## src/rtl/fios_sched_pkg.sv

```systemverilog
// Shared state encoding and schedule geometry for the FIOS strobe scheduler.
// All functions are constant functions evaluated at elaboration time.
package fios_sched_pkg;

    typedef enum logic [2:0] {IDLE, ROUND, DRAIN, PUSH, DONE} state_t;

    function automatic int pe_delay(input int level);
        if (level <= 1) return 5;
        else if (level == 2) return 6;
        else return 8;
    endfunction

    function automatic int pe_nb(input bit fold, input int s, input int level);
        return fold ? (2 * s + 1 + level) / pe_delay(level) + 1 : s;
    endfunction

    function automatic int num_rounds(input bit fold, input int s, input int nb);
        return fold ? (s + nb - 1) / nb : 1;
    endfunction

    function automatic int drain_lat(input int s, input int nb, input int pd);
        return ((s - 1) % nb + 1) * pd;
    endfunction

endpackage

```

## src/rtl/fios_sched_window.sv

```systemverilog
// Asserts active for relative cycles [START, STOP] after a restart pulse (restart edge -> cycle 1).
// Counter saturates one past STOP so it stays quiet until the next restart.
module fios_sched_window #(
    parameter int  START = 1,
    parameter int  STOP  = 1,
    localparam int CW    = $clog2(STOP + 2)
)(
    input  logic clk,
    input  logic rst,
    input  logic restart,
    output logic active
);

    logic [CW-1:0] cnt;

    always_ff @(posedge clk) begin
        if (rst)
            cnt <= '0;
        else if (restart)
            cnt <= CW'(1);
        else if (cnt != '0 && cnt != CW'(STOP + 1))
            cnt <= cnt + CW'(1);
    end

    assign active = (cnt >= CW'(START)) && (cnt <= CW'(STOP));

endmodule

```

## src/rtl/fios_sched_ctrl.sv

```systemverilog
// FIOS strobe scheduler: IDLE->ROUND*R->DRAIN->PUSH->DONE with ready/start handshake and a 1-deep pending slot.
// Moore strobes start the cycle after accept; ready_o is low while the slot is full. FIOS_SCHED_PERF_EN adds op/stall counters.
module fios_sched_ctrl
    import fios_sched_pkg::*;
#(
    parameter string CONFIGURATION = "EXPAND",
    parameter int    ABREG         = 1,
    parameter int    MREG          = 1,
    parameter int    s             = 8,
    localparam bit   FOLD          = (CONFIGURATION == "FOLD"),
    localparam int   DSP_REG_LEVEL = ABREG + MREG + 1,
    localparam int   PE_DELAY      = pe_delay(DSP_REG_LEVEL),
    localparam int   PE_NB         = pe_nb(FOLD, s, DSP_REG_LEVEL),
    localparam int   R             = num_rounds(FOLD, s, PE_NB),
    localparam int   L             = s + PE_DELAY,
    localparam int   RES_LAT       = drain_lat(s, PE_NB, PE_DELAY),
    localparam int   RW            = $clog2(R + 1)
)(
    input  logic          clock_i,
    input  logic          reset_i,
    input  logic          start_i,
    output logic          ready_o,
    output logic          busy_o,
    output logic          a_shift_o,
    output logic          b_fetch_o,
    output logic          p_fetch_o,
    output logic          RES_push_o,
    output logic          done_o,
    output logic [RW-1:0] round_o
`ifdef FIOS_SCHED_PERF_EN
    ,
    output logic [31:0]   op_count_o,
    output logic [31:0]   stall_cycles_o
`endif
);

    localparam int CMAX = (L > RES_LAT) ? L : RES_LAT;
    localparam int CW   = $clog2(CMAX + 1);

    state_t        state, nxt;
    logic [CW-1:0] cnt;
    logic [RW-1:0] r;
    logic          pend, accept, last_cyc, round_restart, push_restart, enter;

    assign accept        = start_i & ~pend;
    assign last_cyc      = (state == ROUND) && (cnt == CW'(L));
    assign round_restart = (nxt == ROUND) && ((state != ROUND) || last_cyc);
    assign push_restart  = (nxt == PUSH) && (state != PUSH);
    assign enter         = (nxt != state) || round_restart;

    always_ff @(posedge clock_i) begin
        if (reset_i)
            state <= IDLE;
        else
            state <= nxt;
    end

    // DONE doubles as cycle 0 of the next op, either from the slot or a same-cycle start.
    always_comb begin
        nxt = state;
        case (state)
            IDLE:    if (accept) nxt = ROUND;
            ROUND:   if (last_cyc && r == RW'(R - 1)) nxt = DRAIN;
            DRAIN:   if (cnt == CW'(RES_LAT)) nxt = PUSH;
            PUSH:    if (cnt == CW'(s)) nxt = DONE;
            DONE:    nxt = (pend || accept) ? ROUND : IDLE;
            default: nxt = IDLE;
        endcase
    end

    always_ff @(posedge clock_i) begin
        if (reset_i) begin
            cnt  <= '0;
            r    <= '0;
            pend <= 1'b0;
        end else begin
            if (nxt == IDLE)
                cnt <= '0;
            else if (enter)
                cnt <= CW'(1);
            else if (cnt != CW'(CMAX))
                cnt <= cnt + CW'(1);

            if (state != ROUND)
                r <= '0;
            else if (last_cyc && r != RW'(R - 1))
                r <= r + RW'(1);

            if (state == DONE)
                pend <= 1'b0;
            else if (accept && state != IDLE)
                pend <= 1'b1;
        end
    end

    always_comb begin
        busy_o    = (state != IDLE);
        a_shift_o = last_cyc;
        done_o    = (state == DONE);
        round_o   = (state == ROUND) ? r : '0;
    end

    assign ready_o = ~pend;

    fios_sched_window #(.START(1), .STOP(s)) u_b_fetch (
        .clk(clock_i), .rst(reset_i), .restart(round_restart), .active(b_fetch_o)
    );

    fios_sched_window #(.START(1 + DSP_REG_LEVEL), .STOP(s + DSP_REG_LEVEL)) u_p_fetch (
        .clk(clock_i), .rst(reset_i), .restart(round_restart), .active(p_fetch_o)
    );

    fios_sched_window #(.START(1), .STOP(s)) u_res_push (
        .clk(clock_i), .rst(reset_i), .restart(push_restart), .active(RES_push_o)
    );

`ifdef FIOS_SCHED_PERF_EN
    always_ff @(posedge clock_i) begin
        if (reset_i) begin
            op_count_o     <= '0;
            stall_cycles_o <= '0;
        end else begin
            if (state == DONE)
                op_count_o <= op_count_o + 32'd1;
            if (start_i && pend && stall_cycles_o != '1)
                stall_cycles_o <= stall_cycles_o + 32'd1;
        end
    end
`endif

endmodule

```

## config.mk

```make
export PLATFORM = sky130hd
export DESIGN_NAME = fios_sched_ctrl
export DESIGN_NICKNAME = d
export VERILOG_FILES = /design/src/rtl/fios_sched_pkg.sv /design/src/rtl/fios_sched_window.sv /design/src/rtl/fios_sched_ctrl.sv
export SDC_FILE = /design/constraint.sdc
export NUM_CORES = 1
export LEC_CHECK = 0
export CAP_MARGIN = 20
export CORE_MARGIN = 4
export CORE_UTILIZATION = 52
export DETAILED_ROUTE_END_ITERATION = 10
export GPL_ROUTABILITY_DRIVEN = 0
export HOLD_SLACK_MARGIN = 0.05
export PLACE_DENSITY = 0.86
export SYNTH_ARGS = -nofsm -noshare
export SYNTH_HDL_FRONTEND = slang
export SYNTH_HIERARCHICAL = 1
export SYNTH_SLANG_ARGS = --single-unit
```

## constraint.sdc

```tcl
create_clock -name clock_i -period 2.4 [get_ports clock_i]
set_input_delay 0.72 -clock clock_i [delete_from_list [all_inputs] [get_ports clock_i]]
set_output_delay 0.72 -clock clock_i [all_outputs]
set_load 0.01 [all_outputs]
```

==> results.md <==
- EDFF count, synth: 0
- Synth-to-layout area growth: 16.1%
- Final count of pins violating max slew: 0
- Yosys top cell area share: 32.6%
- Tcrit/Tclk final: 96.7%
- Post-synthesis sequential area ratio: between 30% and 40%
- Worst Tran Pin Value: 0.462 ns
- Routed length per instance: approximately 14 um
- Hold Crit Class: reg -> reg
- Multi-input gate area: 901 sq um
- Routed vias: between 1,000 and 1,500
- Min Tclk post-route: 2.32 ns
- Post-route DRC: 0
- Area of the core: 2730 sq um
- Congestion Overflow GR: 0
- Fraction of layout cells with a size suffix above 1: 19.4%
- DIE AREA: 3750 sq um
- Die Span X: about 61 um
- Commonest non-fill, non-tap cell in the layout: inv_1
- # Max-Cap Violations: 0
- Initial Util: 53.9%
- Global-route wire length before repair: 4890 um
- I/O Pins: 11
- I/O Buffers: 10
- Core Util, Final: 62.6%
- Post-route cell area: 1710 sq um
- Post-synthesis mux area share: 4.07%
- Placed Area: 1630 sq um
- XOR/XNOR Fraction of Synth Area: 6.54%
- Final count of hold timing violations: 0
- Max Clock Skew: 0.00754 ns
- Total track usage: roughly 18%
- Post-Synth Simple-Gate Area: approximately a fifth
- CTS H-Tree Depth: 1
- Syn Area/Cell: 8.99 sq um
- Chain of cells forming the critical path: inv_1 > ha_1 > clkdlybuf4s50_1
- Synth top area cells: dfxtp_1 33%, ha_1 10%, inv_1 4.8%, xnor2_1 4.2%, nand3_1 3.1%
- Number of global-route vias before repair: 1,151
- Yosys warns: 6
- Yosys reg bits: 24
- Place WS: 0.0654 ns
- # fillers: 213
- Setup_tns: 0 ns
- Final Net Count: 196
- WS Path Type: reg -> out
- Post-Syn Area: 1470 sq um
- Die Y: 61.2 um
- Clk root buf: clkbuf_4
- TritonCTS sink count: 24
- Synth Area in Adders: 10.2%
- FMAX: 431 MHz
- CP max FO: 3
- WL final: 2990 um
- CP max stage delay: 0.54 ns
- Register area: ~500 sq um
- Initial DRC count: 75
- R2r setup slk: 0.31 ns
- Commonest non-fill, non-tap cells in the layout: 18 x inv_1, 17 x dfxtp_1, 11 x ha_1
- Required @ worst endpoint: around 1.7 ns
- Antenna viol nets, final: 0
- Worst skew pair latency: 0.33 ns
- Synth cell types: 41
- CP Capture Type: primary output
- CTS Buf Count: 3
- Compound-Gate Fraction of Synth Area: between 20% and 30%
- Pleak: 0.684 nW
- Drt pass-1 iters: 5
- Vias per Instance: 5.90
- IR drop worst, VDD: 0.456 mV
- Status: complete, no violations
- Row cnt: 19
- Largest family of logic cells by synthesized area: compound AO/OA/AOI/OAI gates
- Clock transition at path regs: 0.14 ns
- Ys async rst share: 0%
- Ys flop type: dfxtp_1
- Post-Synthesis Cells: 164
- Post-route setup slack: 0.0793 ns
- Synth Net Count: 179
- PD cells: 636 nW/um^2
- Startpoint types: flop
- CP max stage cell: clkdlybuf4s50_1
- Finish-stage setup viols: 0
- Clock buffer depth: 2
- Largest net degree at the start of global routing: 18
- Final HPWL DP: 2250 um
- Unrepaired setup endpoints after global routing: no
- Largest area contributor in the netlist: dfxtp_1
- Slew HR: between 60% and 70%
- Antenna fix cells: 0
- Post-CTS Hold Buffers: 0
- Worst path arrival time: 1.60 ns
- CTS tree: done
- Initial antenna violation count: 0
==> path summary, 6_finish.rpt <==
check	startpoint	end	cells past startpoint
worst max-delay path	u_p_fetch/cnt[3]$_SDFFE_PP0P_	p_fetch_o	3
worst max register to register	cnt[1]$_SDFFE_PP0N_	u_res_push/cnt[0]$_SDFFE_PP0P_	8
worst min-delay path	state[2]$_SDFF_PP0_	state[1]$_SDFF_PP0_	1
worst min register to register	state[2]$_SDFF_PP0_	state[1]$_SDFF_PP0_	1
==> synth_stat cells, drive strengths merged, types with 3 or more instances <==
master / n
and3: 5
a31oi: 5
xor2: 4
a211oi: 4
dfxtp: 24
nand2: 5
o21a: 3
nor4b: 3
nor3: 9
inv: 19
xnor2: 7
ha: 12
o311a: 3
a21boi: 3
nor2: 11
a2111oi: 4
buf: 3
mux2i: 3
a21oi: 5
nand4: 3
nand3: 9
==> worst max-delay path: cells and delay by family (launching register included) <==
family / cells / cell delay, ns
adder cells (fa/ha/maj): 1 / 0.28
flip-flops: 1 / 0.39
buffers and inverters: 2 / 0.61
==> report_power, final <==
group / total (mW) / internal [mW] / switching (mW)
clock network: 0.298 / 0.169 / 0.129
logic: 0.333 / 0.160 / 0.173
registers: 0.458 / 0.429 / 0.0290
==> logic make-up (layout without fill, tap and decap cells) <==
| group | after synthesis | in the layout |
|---|---|---|
| AND/OR/NAND/NOR | 53 | 53 |
| adder cells (fa/ha/maj) | 12 | 12 |
| XOR/XNOR | 11 | 11 |
| AO/OA/AOI/OAI | 35 | 35 |
| multiplexers | 5 | 5 |
| buffers and inverters | 24 | 40 |
| flip-flops | 24 | 24 |
==> cell type report <==
type	instances	area share (%)
Clock buffer	3	1.32
Clock inverter	1	1.75
Inverter	19	4.17
Multi-Input combinational cell	116	52.6
Sequential cell	24	29.0
Tap cell	31	2.27
Timing Repair Buffer	17	8.85
==> registers in the layout (all words and copies together), names as in the netlist <==
signal	cells
pend	1
u_b_fetch/cnt	4
state	3
u_res_push/cnt	4
r	1
cnt	7
u_p_fetch/cnt	4
==> metal layers <==
layer / vias up / part of all wire, % / global-route usage (%)
met1: 601 / 43 / 20.0
li1: 621 / - / -
met4: 0 / 1.4 / 8.98
met3: 4 / 3.1 / 3.56
met2: 18 / 52 / 31.6
met5: - / 0 / 0
==> timing repair <==
action,4_1_cts,5_1_grt
gates resized for setup,12,9
endpoints found under the setup margin,5,6
buffers inserted,0,1
==> through the flow <==
| step | instances | hold WS, ns | power (mW) |
|---|---|---|---|
| floorplan | 164 | 0.455 | 0.692 |
| global placement | 206 | 0.465 | 0.784 |
| detailed placement | 206 | 0.495 | 0.803 |
| CTS | 210 | 0.500 | 1.10 |
| global route | 211 | 0.529 | 1.15 |
| finish | 211 | 0.501 | 1.09 |
Power figures use the tool's default switching activity.
==> variant: new RTL, config.mk and constraints unchanged <==
Re-encode `state_t` (5 states) as one-hot, 5 bits wide.
--- a/src/rtl/fios_sched_pkg.sv
+++ b/src/rtl/fios_sched_pkg.sv
@@ -2,7 +2,7 @@
 // All functions are constant functions evaluated at elaboration time.
 package fios_sched_pkg;
 
-    typedef enum logic [2:0] {IDLE, ROUND, DRAIN, PUSH, DONE} state_t;
+    typedef enum logic [4:0] {IDLE = 5'b00001, ROUND = 5'b00010, DRAIN = 5'b00100, PUSH = 5'b01000, DONE = 5'b10000} state_t;
 
     function automatic int pe_delay(input int level);
         if (level <= 1) return 5;
Behaviour: no difference found for any inputs over 10 cycles, from zero or initial values and one cycle with reset_i high; not proved beyond that.
==> variant against the unedited design <==
- non-clock buffer count grew 7
- die area grew 3.5%
- global-route usage grew 0.79 points
- register-to-register slack lost 100 ps
- worst hold slack got worse by 17 ps
- synthesized area rose by 4.1%
- combinational power increased by 62%
- wire length increased by 15%
- the flow now finishes with violations (setup timing)
- sequential share of layout area fell by 0.28 points
- sequential cell count up 2
- setup slack lost 190 ps
- cell area is 8.3% higher
- power grew 27%
==> variant: results (changes against the unedited design) <==
stage,metric,value,unit,change
status,status,"complete, but fails checks",,
synthesis,synth.area.top_cells,"dfxtp_1 (34%), ha_1 (9.8%), inv_1 (4.6%)",,
critical_path,reg2reg_slack,210,ps,-100 ps
detailed_routing,detail_route.vias_per_cell,5.843,,-0.89%
status,violations,setup timing,,
global_route,grt_pass1_vias,1367,,+19%
worst_hold_path,hold_depth,2,,+1
critical_path,critPathSlowestCell,or4b_4,,
critical_path,reg2regPathDepth,7,,-1
detailed_routing,wirelength,3424,um,+15%
placed_design,pre_cts_ws,-139.9,ps,-205.4 ps
detailed_routing,drt_pass1_iterations,4,,-1
placed_design,hpwlAfterDp,2633,um,+17%
timing,relSlewSlack,75.98,%,+7.2 points
detailed_routing,drtIter0Drc,96,,+28%
synthesis,synth_commonest_cells,"dfxtp_1 (26), inv_1 (19), ha_1 (12), nor2_1 (11), nor3_1 (10)",,
critical_path,cp_top_family,simple AND/OR/NAND/NOR gates,,
layout,final_net_count,208,,+6.1%
global_route,grt_pass1_wl,5968,um,+22%
placed_design,dp_cells,217,,+5.3%
detailed_routing,wire_per_inst,15.35,um,+8.5%
timing,setup_ws,-112.8,ps,-192.1 ps
worst_hold_path,min-delay-start,u_p_fetch/cnt[3]$_SDFFE_PP0P_,,
critical_path,timing.rr.end,u_b_fetch/cnt[0]$_SDFFE_PP0P_,,
timing,tns,-153.2,ps,-153.2 ps
layout,drive_gt1_share,25.00,%,+5.6 points
critical_path,slowest_delay,540,ps,about the same
critical_path,worstReg2RegStart,state[0]$_SDFF_PP1_,,
critical_path,cp.arrival,1790,ps,+190 ps
synthesis,ys_seq_area_share,33.93,%,+1.3 points
global_route,grt_max_degree,16,,-2
synthesis,syn_area_per_cell,9.353,um^2,+4.1%
timing,skew,5.360,ps,-2.184 ps
timing,setup_viol,2,,+2
==> variant: worst register-to-register path, stage by stage (launching register included) <==
cell and delay, ps:
dfxtp_2 350, or4b_4 540, or3b_4 410, buf_4 150, a22oi_2 190, inv_1 80
a31oi_1 200, o311a_1 210
==> variant: layout make-up <==
class                   instances  area (um^2)
flip-flops and latches         26        533.0
well taps                      31        38.79
fillers                       232        927.1
clock buffers                   3        22.52
repair buffers                 24        200.2
multi-input cells             119        958.4
inverters                      19        71.32
clock inverters                 1        30.03
==> variant: how the worst max path moves through the flow <==
stage | from | to | cells after the start
after floorplan | state[0]$_SDFF_PP1_ | round_o | 3
after global placement | state[0]$_SDFF_PP1_ | round_o | 4
after detailed placement | state[0]$_SDFF_PP1_ | round_o | 4
after CTS | state[2]$_SDFF_PP0_ | round_o | 4
after global routing | state[0]$_SDFF_PP1_ | round_o | 4
final | state[0]$_SDFF_PP1_ | round_o | 4
==> variant: logic make-up after synthesis <==
family | Yosys count | share of synthesized area, %
buffers and inverters | 19 | 4.649
flip-flops | 26 | 33.93
multiplexers | 4 | 3.263
adder cells (fa/ha/maj) | 12 | 9.788
AO/OA/AOI/OAI | 32 | 17.94
XOR/XNOR | 12 | 6.851
AND/OR/NAND/NOR | 59 | 23.57
==> variant: where the power goes <==
group	switching (mW)	internal [mW]	total (mW)	leakage, nW
registers	0.0469	0.483	0.530	0.214
clock network	0.139	0.169	0.309	0.0279
logic	0.275	0.266	0.541	0.505
==> variant: what timing repair did <==
action	4_1_cts	5_1_grt
resized for setup	15	13
setup buffers	0	2
endpoints found under the setup margin	5	6
pin swaps	3	3
==> variant: layer usage <==
layer  GRT usage (%)  up-vias  part of all wire, %
met5               0        -                    0
met2           34.72       22                   53
met4           8.488        0                  2.0
met1           19.69      624                   42
li1                -      647                    -
met3           3.604       10                  2.2
==> variant: per-stage QoR <==
step | hold WS [ps] | util (%) | area [um^2]
final | 483.9 | 66.67 | 1854
after CTS | 503.4 | 65.09 | 1810
after detailed placement | 484.2 | 63.38 | 1763
after global routing | 533.1 | 66.67 | 1854
after global placement | 468.5 | 63.38 | 1763
after floorplan | 454.7 | - | 1534
